[config.mk]
export PLATFORM = sky130hd
export DESIGN_NAME = hazard_stall_ctrl
export DESIGN_NICKNAME = d
export VERILOG_FILES = /design/src/rtl/hazard_stall_ctrl_pkg.sv /design/src/rtl/hazard_stall_ctrl_fwd_sel.sv /design/src/rtl/hazard_stall_ctrl.sv
export SDC_FILE = /design/constraint.sdc
export NUM_CORES = 1
export LEC_CHECK = 0
export ABC_CLOCK_PERIOD_IN_PS = 2430
export CORE_MARGIN = 1
export CORE_UTILIZATION = 45
export DETAILED_ROUTE_END_ITERATION = 8
export PLACE_DENSITY_LB_ADDON = 0.05
export SLEW_MARGIN = 20
export SYNTH_ARGS = -nofsm -noshare
export SYNTH_HDL_FRONTEND = slang
export SYNTH_SLANG_ARGS = --single-unit
[constraint.sdc]
create_clock -name clk -period 2.43 [get_ports clk]
set_input_delay 0.243 -clock clk [delete_from_list [all_inputs] [get_ports clk]]
set_output_delay 0.243 -clock clk [all_outputs]
set_load 0.03 [all_outputs]
[src/rtl/hazard_stall_ctrl_pkg.sv]
// rtl/hazard_stall_ctrl_pkg.sv - shared constants for the hazard/stall controller
// Purpose: forwarding select encodings, divider FSM states and the r0 constant
//          shared by hazard_stall_ctrl and its forwarding mux.
// Ports:   none (package)
package hazard_stall_ctrl_pkg;

  // Operand source selects seen by the ID-stage operand muxes
  localparam logic [1:0] FWD_RF   = 2'b00;  // register file
  localparam logic [1:0] FWD_EXE  = 2'b01;  // EX-stage ALU result
  localparam logic [1:0] FWD_MEM  = 2'b10;  // MEM-stage ALU result
  localparam logic [1:0] FWD_MEML = 2'b11;  // MEM-stage load data

  localparam logic [4:0] REG_ZERO = 5'd0;

  typedef enum logic {
    S_IDLE = 1'b0,
    S_BUSY = 1'b1
  } div_state_t;

endpackage

[src/rtl/hazard_stall_ctrl_fwd_sel.sv]
// rtl/hazard_stall_ctrl_fwd_sel.sv - forwarding priority mux for one ID operand
// Purpose: picks where one ID source operand comes from (regfile, EX ALU,
//          MEM ALU or MEM load data); the nearest producer wins.
// Ports:   src                  - ID source register number
//          ex_wreg/ex_m2reg/ex_rn    - EX-stage write enable, load flag, dest
//          mem_wreg/mem_m2reg/mem_rn - MEM-stage write enable, load flag, dest
//          fwd                  - operand select (FWD_* encoding)
module hazard_stall_ctrl_fwd_sel
  import hazard_stall_ctrl_pkg::*;
(
  input  logic [4:0] src,
  input  logic       ex_wreg,
  input  logic       ex_m2reg,
  input  logic [4:0] ex_rn,
  input  logic       mem_wreg,
  input  logic       mem_m2reg,
  input  logic [4:0] mem_rn,
  output logic [1:0] fwd
);

  always_comb begin
    fwd = FWD_RF;
    // r0 is hardwired zero, so a write to it must never be forwarded
    if (src != REG_ZERO) begin
      // A load still in EX has no data yet; the load-use stall covers it,
      // so only an EX ALU result is eligible here.
      if (ex_wreg && !ex_m2reg && (ex_rn == src)) begin
        fwd = FWD_EXE;
      end else if (mem_wreg && !mem_m2reg && (mem_rn == src)) begin
        fwd = FWD_MEM;
      end else if (mem_wreg && mem_m2reg && (mem_rn == src)) begin
        fwd = FWD_MEML;
      end
    end
  end

endmodule

[src/rtl/hazard_stall_ctrl.sv]
// rtl/hazard_stall_ctrl.sv - 5-stage pipeline hazard, stall and divider sequencer
// Purpose: load-use and HI/LO stall generation, operand forwarding selects,
//          taken-branch IF flush, multi-cycle divider sequencing and a
//          saturating stall-cycle counter.
// Ports:   clk, clrn (async active-low)
//          id_*     - ID-stage operand/instruction info
//          ex_*     - EX-stage writeback info
//          mem_*    - MEM-stage writeback info
//          loaddepend, id_bubble, if_flush - pipeline control
//          fwda, fwdb - rs/rt operand selects
//          div_start, div_busy, div_done - divider handshake
//          stall_cycles - saturating count of stalled cycles
module hazard_stall_ctrl
  import hazard_stall_ctrl_pkg::*;
#(
  parameter int DIV_LAT = 32,
  parameter int CNT_W   = 16
) (
  input  logic             clk,
  input  logic             clrn,
  input  logic [4:0]       id_rs,
  input  logic [4:0]       id_rt,
  input  logic             id_use_rs,
  input  logic             id_use_rt,
  input  logic             id_is_div,
  input  logic             id_uses_hilo,
  input  logic             id_branch_taken,
  input  logic             ex_wreg,
  input  logic             ex_m2reg,
  input  logic [4:0]       ex_rn,
  input  logic             mem_wreg,
  input  logic             mem_m2reg,
  input  logic [4:0]       mem_rn,
  output logic             loaddepend,
  output logic             id_bubble,
  output logic             if_flush,
  output logic [1:0]       fwda,
  output logic [1:0]       fwdb,
  output logic             div_start,
  output logic             div_busy,
  output logic             div_done,
  output logic [CNT_W-1:0] stall_cycles
);

  localparam int CW = (DIV_LAT > 2) ? $clog2(DIV_LAT) : 1;

  div_state_t    state, state_nxt;
  logic [CW-1:0] div_cnt, cnt_nxt;
  logic          lu, hz;

  hazard_stall_ctrl_fwd_sel u_fwd_rs (
    .src       (id_rs),
    .ex_wreg   (ex_wreg),
    .ex_m2reg  (ex_m2reg),
    .ex_rn     (ex_rn),
    .mem_wreg  (mem_wreg),
    .mem_m2reg (mem_m2reg),
    .mem_rn    (mem_rn),
    .fwd       (fwda)
  );

  hazard_stall_ctrl_fwd_sel u_fwd_rt (
    .src       (id_rt),
    .ex_wreg   (ex_wreg),
    .ex_m2reg  (ex_m2reg),
    .ex_rn     (ex_rn),
    .mem_wreg  (mem_wreg),
    .mem_m2reg (mem_m2reg),
    .mem_rn    (mem_rn),
    .fwd       (fwdb)
  );

  assign div_busy = (state == S_BUSY);

  // Load in EX feeding an operand the ID instruction actually reads
  assign lu = ex_wreg && ex_m2reg && (ex_rn != REG_ZERO) &&
              ((id_use_rs && (ex_rn == id_rs)) || (id_use_rt && (ex_rn == id_rt)));

  // HI/LO are not valid until the divide completes; a second div must also
  // wait because the divider does not overlap operations.
  assign hz = div_busy && (id_uses_hilo || id_is_div);

  assign loaddepend = lu || hz;
  assign id_bubble  = loaddepend;
  // A stalled branch keeps its slot and re-resolves after the stall
  assign if_flush   = id_branch_taken && !loaddepend;

  always_ff @(posedge clk or negedge clrn) begin
    if (!clrn) begin
      state   <= S_IDLE;
      div_cnt <= '0;
    end else begin
      state   <= state_nxt;
      div_cnt <= cnt_nxt;
    end
  end

  always_comb begin
    state_nxt = state;
    cnt_nxt   = div_cnt;
    div_start = 1'b0;
    div_done  = 1'b0;
    case (state)
      S_IDLE: begin
        if (id_is_div && !loaddepend) begin
          div_start = 1'b1;
          state_nxt = S_BUSY;
          cnt_nxt   = CW'(DIV_LAT - 1);
        end
      end
      S_BUSY: begin
        // Counting continues regardless of load-use stalls
        if (div_cnt == '0) begin
          div_done  = 1'b1;
          state_nxt = S_IDLE;
        end else begin
          cnt_nxt = div_cnt - CW'(1);
        end
      end
      default: state_nxt = S_IDLE;
    endcase
  end

  always_ff @(posedge clk or negedge clrn) begin
    if (!clrn) begin
      stall_cycles <= '0;
    end else if (loaddepend && (stall_cycles != '1)) begin
      stall_cycles <= stall_cycles + CNT_W'(1);
    end
  end

endmodule
## Yosys cells after proc, flatten, opt, wreduce, memory -nomap -nowiden

Index checks and enable logic that the tools add are counted.

- Word-level logic and storage cells: 59
- Bits in registers: 22
- Output and inout bits: 26

- Eq/ne operators: 7
- Bitwise operators: 1
- Reductions and logical operators: 29
- Multiplexer cells: 17
- Add/subtract/negate cells: 2

Operators by type and width:

| operator | number |
|---|---|
| == test 5 bit | 4 |
| logical AND 1 bit | 18 |
| adder 16 x 1 -> 16 bit (second input constant) | 1 |
| two-way mux 2 bit | 8 |
| inequality test 16 bit (second input constant) | 1 |
| nonzero test 5 bit | 3 |
| two-way mux 5 bit | 2 |
| case mux 5 bit (2 select lines) | 1 |
| logical NOT 5 bit | 1 |
| two-way mux 1 bit | 5 |
| subtractor 5 x 1 -> 5 bit (second input constant) | 1 |
| inequality test 2 bit (second input constant) | 2 |
| logical NOT 1 bit | 3 |
| logical OR 1 bit | 3 |
| case mux 1 bit (2 select lines) | 1 |
| AND reduction 2 bit | 1 |
| NOT 1 bit | 1 |

## Longest topological paths before layout

- Depth in word-level cells: 9
- Mapped depth: 7
- Depth with buffers taken out: 6

## Cells and area by module

From an unflattened synthesis, not the netlist that was laid out.

- Cells, all modules: 171
- Area, all modules: 1617.8 um^2

Modules (own cells, without submodules):

| module | times used | cells each | area each (um^2) |
|---|---|---|---|
| hazard_stall_ctrl | 1 | 133 | 1312.5 |
| hazard_stall_ctrl_fwd_sel | 2 | 19 | 152.6 |

## Worst setup path after synthesis

No wires, ideal clock.

- Path kind: reg-to-reg
- Start point: register stall_cycles[0]
- End point: register stall_cycles[1]
- Buffers on the path: 0
- Required time: 2305 ps
- Clock period less this slack: 1979 ps
- Setup slack: 451 ps
- Arrival: 1855 ps
- Stages on the path, launching flop included: 7
- Cell sequence: dfrtp_1 ha_1 and2_1 nand2_1 o32a_2 o21ai_2 mux2_2

- Word-level cells in the longest chain between the ends: 2

Ends and longest elaborated chain:

| element | line | text |
|---|---|---|
| from (decl) | hazard_stall_ctrl.sv:42 | `output logic [CNT_W-1:0] stall_cycles` |
| from (signal assigned) | hazard_stall_ctrl.sv:128 | `stall_cycles <= stall_cycles + CNT_W'(1);` |
| parallel branches: the longest is 2 deep, another holds adder 16 x 1 -> 16 bit | - |  |

Several ways; the timed one is not identified.
A chain may end at the register's enable or synchronous reset.

## Final worst setup path

- Start point: input port ex_rn[3]
- End point: output port fwdb[0]

- Word-level cells in the longest chain between the ends: 4

Ends and longest elaborated chain:

| element | line | text |
|---|---|---|
| from (decl) | hazard_stall_ctrl.sv:30 | `input logic [4:0] ex_rn,` |
| == test 5 bit | hazard_stall_ctrl_fwd_sel.sv:27 | `if (ex_wreg && !ex_m2reg && (ex_rn == src)) begin` |
| logical AND 1 bit | hazard_stall_ctrl_fwd_sel.sv:27 |  |
| two-way mux 2 bit | hazard_stall_ctrl_fwd_sel.sv:27 |  |
| two-way mux 2 bit | hazard_stall_ctrl_fwd_sel.sv:24 | `if (src != REG_ZERO) begin` |
| to (decl) | hazard_stall_ctrl.sv:38 | `output logic [1:0] fwdb,` |

Every way passes these cells.

==> metrics.md <==
| Metric | Value |
|---|---|
| Status | `finished, final reports clean` |
| Final ANT Viol Nets | `0` |
| All-Layer GR Usage | `23.4%` |
| CP peak stage delay | `690 ps` |
| R2R depth | `6` |
| Worst path required time | `2190 ps` |
| Clk slew on worst S/H paths | `120 ps` |
| Final hold vios | `0` |
| Multi-input logic area | `slightly below 1000 um2` |
| Combinational Power Share | `55.0%` |
| Leading area contributor after synthesis | `dfrtp_1` |
| Fillers | `a little over 300` |
| CP endpoint kind | `output port` |
| Final setup fails | `0` |
| Largest net degree at the start of global routing | `23` |
| Most common cell in the netlist | `xnor2_1` |
| Setup TNS | `0 ps` |
| CTS sink count | `22` |
| Pwr/cell area | `720 nW/um2` |
| Htree depth | `1` |
| Mean Syn Cell Area | `a little over 9 um2` |
| Vias in the first global route | `around 1.5k` |
| Clock power share | `9.8%` |
| Max Freq | `around 0.43 GHz` |
| Post-synth top cells | `xnor2_1, dfrtp_1, nand2_1, nand3_1` |
| Seq pwr share | `between 30% and 40%` |
| IO Port Bufs | `56` |
| Clock Skew | `15.2 ps` |
| Final nets | `279` |
| R2R Setup Slk | `about 490 ps` |
| Die W | `61.4 um` |
| RSZ-0062 raised after global routing | `false` |
| Finished Layout Cells | `~290` |
| FP Rows | `21` |
| Worst path cell trace | `clkdlybuf4s50_1 -> xnor2_1 -> nand3_1 -> or4b_2 -> a21oi_1 -> buf_4` |
| Hold WC Path Type | `in2async` |
| Crit-path leading delay family | `simple AND/OR/NAND/NOR gates` |
| DP HPWL | `roughly 3.5 mm` |
| Internal power | `roughly 940 uW` |
| Num CTS Buffers | `3` |
| Final slew viol count | `0` |
| Crit path from | `ex_rn[3]` |
| Net Count, Synth | `204` |
| Period minus WS final | `2340 ps` |
| Final critical-path share of the clock period | `96.5%` |
| CP Depth | `6` |
| DR WL/cell | `15.1 um` |
| Initial Util | `47.1%` |
| Clock latency on the worst-skew pair | `310 ps` |
| Synth unique cells | `40` |
| Number of synthesized flops with an enable pin | `0` |
| DRT iter0 DRCs | `52` |
| Mapped Cells | `170` |
| Die ar. | `3760 um2` |
| Largest cells by area after synthesis | `dfrtp_1, xnor2_1, nand2_1` |
| Core area | `3360 um2` |
| Crit path max fanout | `2` |
| #FFs+latches synth | `22` |
| Postcts setup bufs | `0` |
| Drt via density | `5.58` |
| Actual slew at the worst max-slew pin | `691 ps` |
| Initial antenna violation count | `0` |
| Placed insts | `~290` |
| FF+latch area | `551 um2` |
| Async SR Flop Fraction | `100%` |
| DIE HEIGHT | `61.4 um` |
| GRT overflow | `0` |
| Leak Pwr | `0.000931 uW` |
| Ys flop type | `dfrtp_1` |
| IO Count | `57` |
| Worst setup SP type | `input pin` |
| CP max-delay cell | `or4b_2` |
| Arrival @ worst endpoint | `2100 ps` |
| Pre-Repair DR Iteration Count | `4` |
| CTS tree | `built` |
| Ratio of cells with drive above 1 in the final layout | `15.6%` |
| Slew HR | `53.5%` |
| MaxCap Viol Count | `0` |
| # DRC | `0` |
| Part of the Yosys area used for sequential elements | `34.7%` |
| Worst VDD drop | `roughly 0.65 mV` |
| Synth-to-Final Area Change | `46.1%` |
| Crit Path Class | `in2out` |
| Net Sw Power | `722 uW` |
| Routed WL | `~4.4 mm` |
| Via count | `between 1.5k and 2k` |
| # diodes | `0` |
| CP Buf/Inv Count | `2` |
| Synthesized area | `1590 um2` |
| First-pass GRT wire length | `6.56 mm` |
| Gpl congestion | `around 0.82` |
| Sw frac | `between 40% and 50%` |
| Top cell type's share of synthesized area | `34.7%` |
| CTS Buffer Depth | `2` |
| Clk root buf | `clkbuf_4` |
| FF-to-FF Start | `stall_cycles[0]` |
| Ys Warns | `0` |
-- cells in the final DEF, fill, tap and decap left out, drive strengths merged, types with 7 or more instances in the layout --
cell type	Yosys	routed
xnor2	29	29
nor3	7	7
dfrtp	22	22
o211ai	8	8
clkdlybuf4s50	0	47
buf	4	26
o2111ai	7	7
nand3	9	9
nand2	17	17
-- sequential cells by signal (all words and copies together) (netlist names) --
| signal | flops |
|---|---|
| stall_cycles | 16 |
| div_cnt | 5 |
| div_busy | 1 |
-- worst reg2reg max path, stage by stage, from the launching register on --
cell and delay [ps]:
dfrtp_1 410, ha_1 190, and2_1 220, nand2_1 150
o32a_2 410, o21ai_2 100, mux2_2 360
-- worst paths after layout --
check,to
setup / recovery,fwdb[0]
hold / removal,stall_cycles[12]
setup reg to reg,stall_cycles[1]
hold reg to reg,stall_cycles[10]
max in group asynchronous,div_cnt[1]
min in group clk,stall_cycles[10]
-- cell families (layout without fill, tap and decap cells) --
family          Yosys count  after routing  synth area share [%]
xor+xnor                 33             33                  18.2
simple gates             66             66                  22.4
compound gates           35             35                  18.3
buf+inv                  10             83                  3.24
flops                    22             22                  34.7
mux                       1              1                 0.710
fa+ha+maj                 3              3                  2.37
-- final cells by class --
type | count | area share (%)
Inverter | 5 | 0.810
Timing Repair Buffer | 75 | 29.5
Tap cell | 46 | 2.49
Clock buffer | 3 | 0.972
Multi-Input combinational cell | 138 | 42.5
Sequential cell | 22 | 23.8
-- per-stage QoR --
step | cell area, um2 | utilization [%] | total power (uW) | hold slack [ps] | worst slack [ps]
floorplan | 1590 | - | 1150 | -52.6 | 451
global placement | 2300 | 68.3 | 1470 | 477 | -174
detailed placement | 2300 | 68.3 | 1510 | 493 | -243
CTS | 2320 | 68.9 | 1680 | 280 | 2.03
global route | 2320 | 68.9 | 1780 | 300 | 28.2
finish | 2320 | 68.9 | 1670 | 267 | 86.1
-- repair_timing --
action / 4_1_cts / 5_1_grt
endpoints found under the setup margin: 1 / 2
hold buffers: 0 / 0
gates resized for setup: 3 / 2
-- metal layers --
layer,up-vias,wire (um),GRT usage (%)
met5,-,0,0
met3,8,341,3.36
met2,68,2060,39.6
met4,0,74,8.57
met1,750,1900,30.5
li1,786,-,-
-- power by group through the flow --
| stage | Combinational, uW | Clock (uW) | Sequential [uW] |
|---|---|---|---|
| detailed placement | 917 | 0 | 590 |
| global route | 996 | 180 | 608 |
| CTS | 922 | 169 | 587 |
| finish | 917 | 163 | 586 |
| floorplan | 455 | 0 | 691 |
| global placement | 883 | 0 | 584 |
No activity file was read; power rests on OpenSTA's default activity.
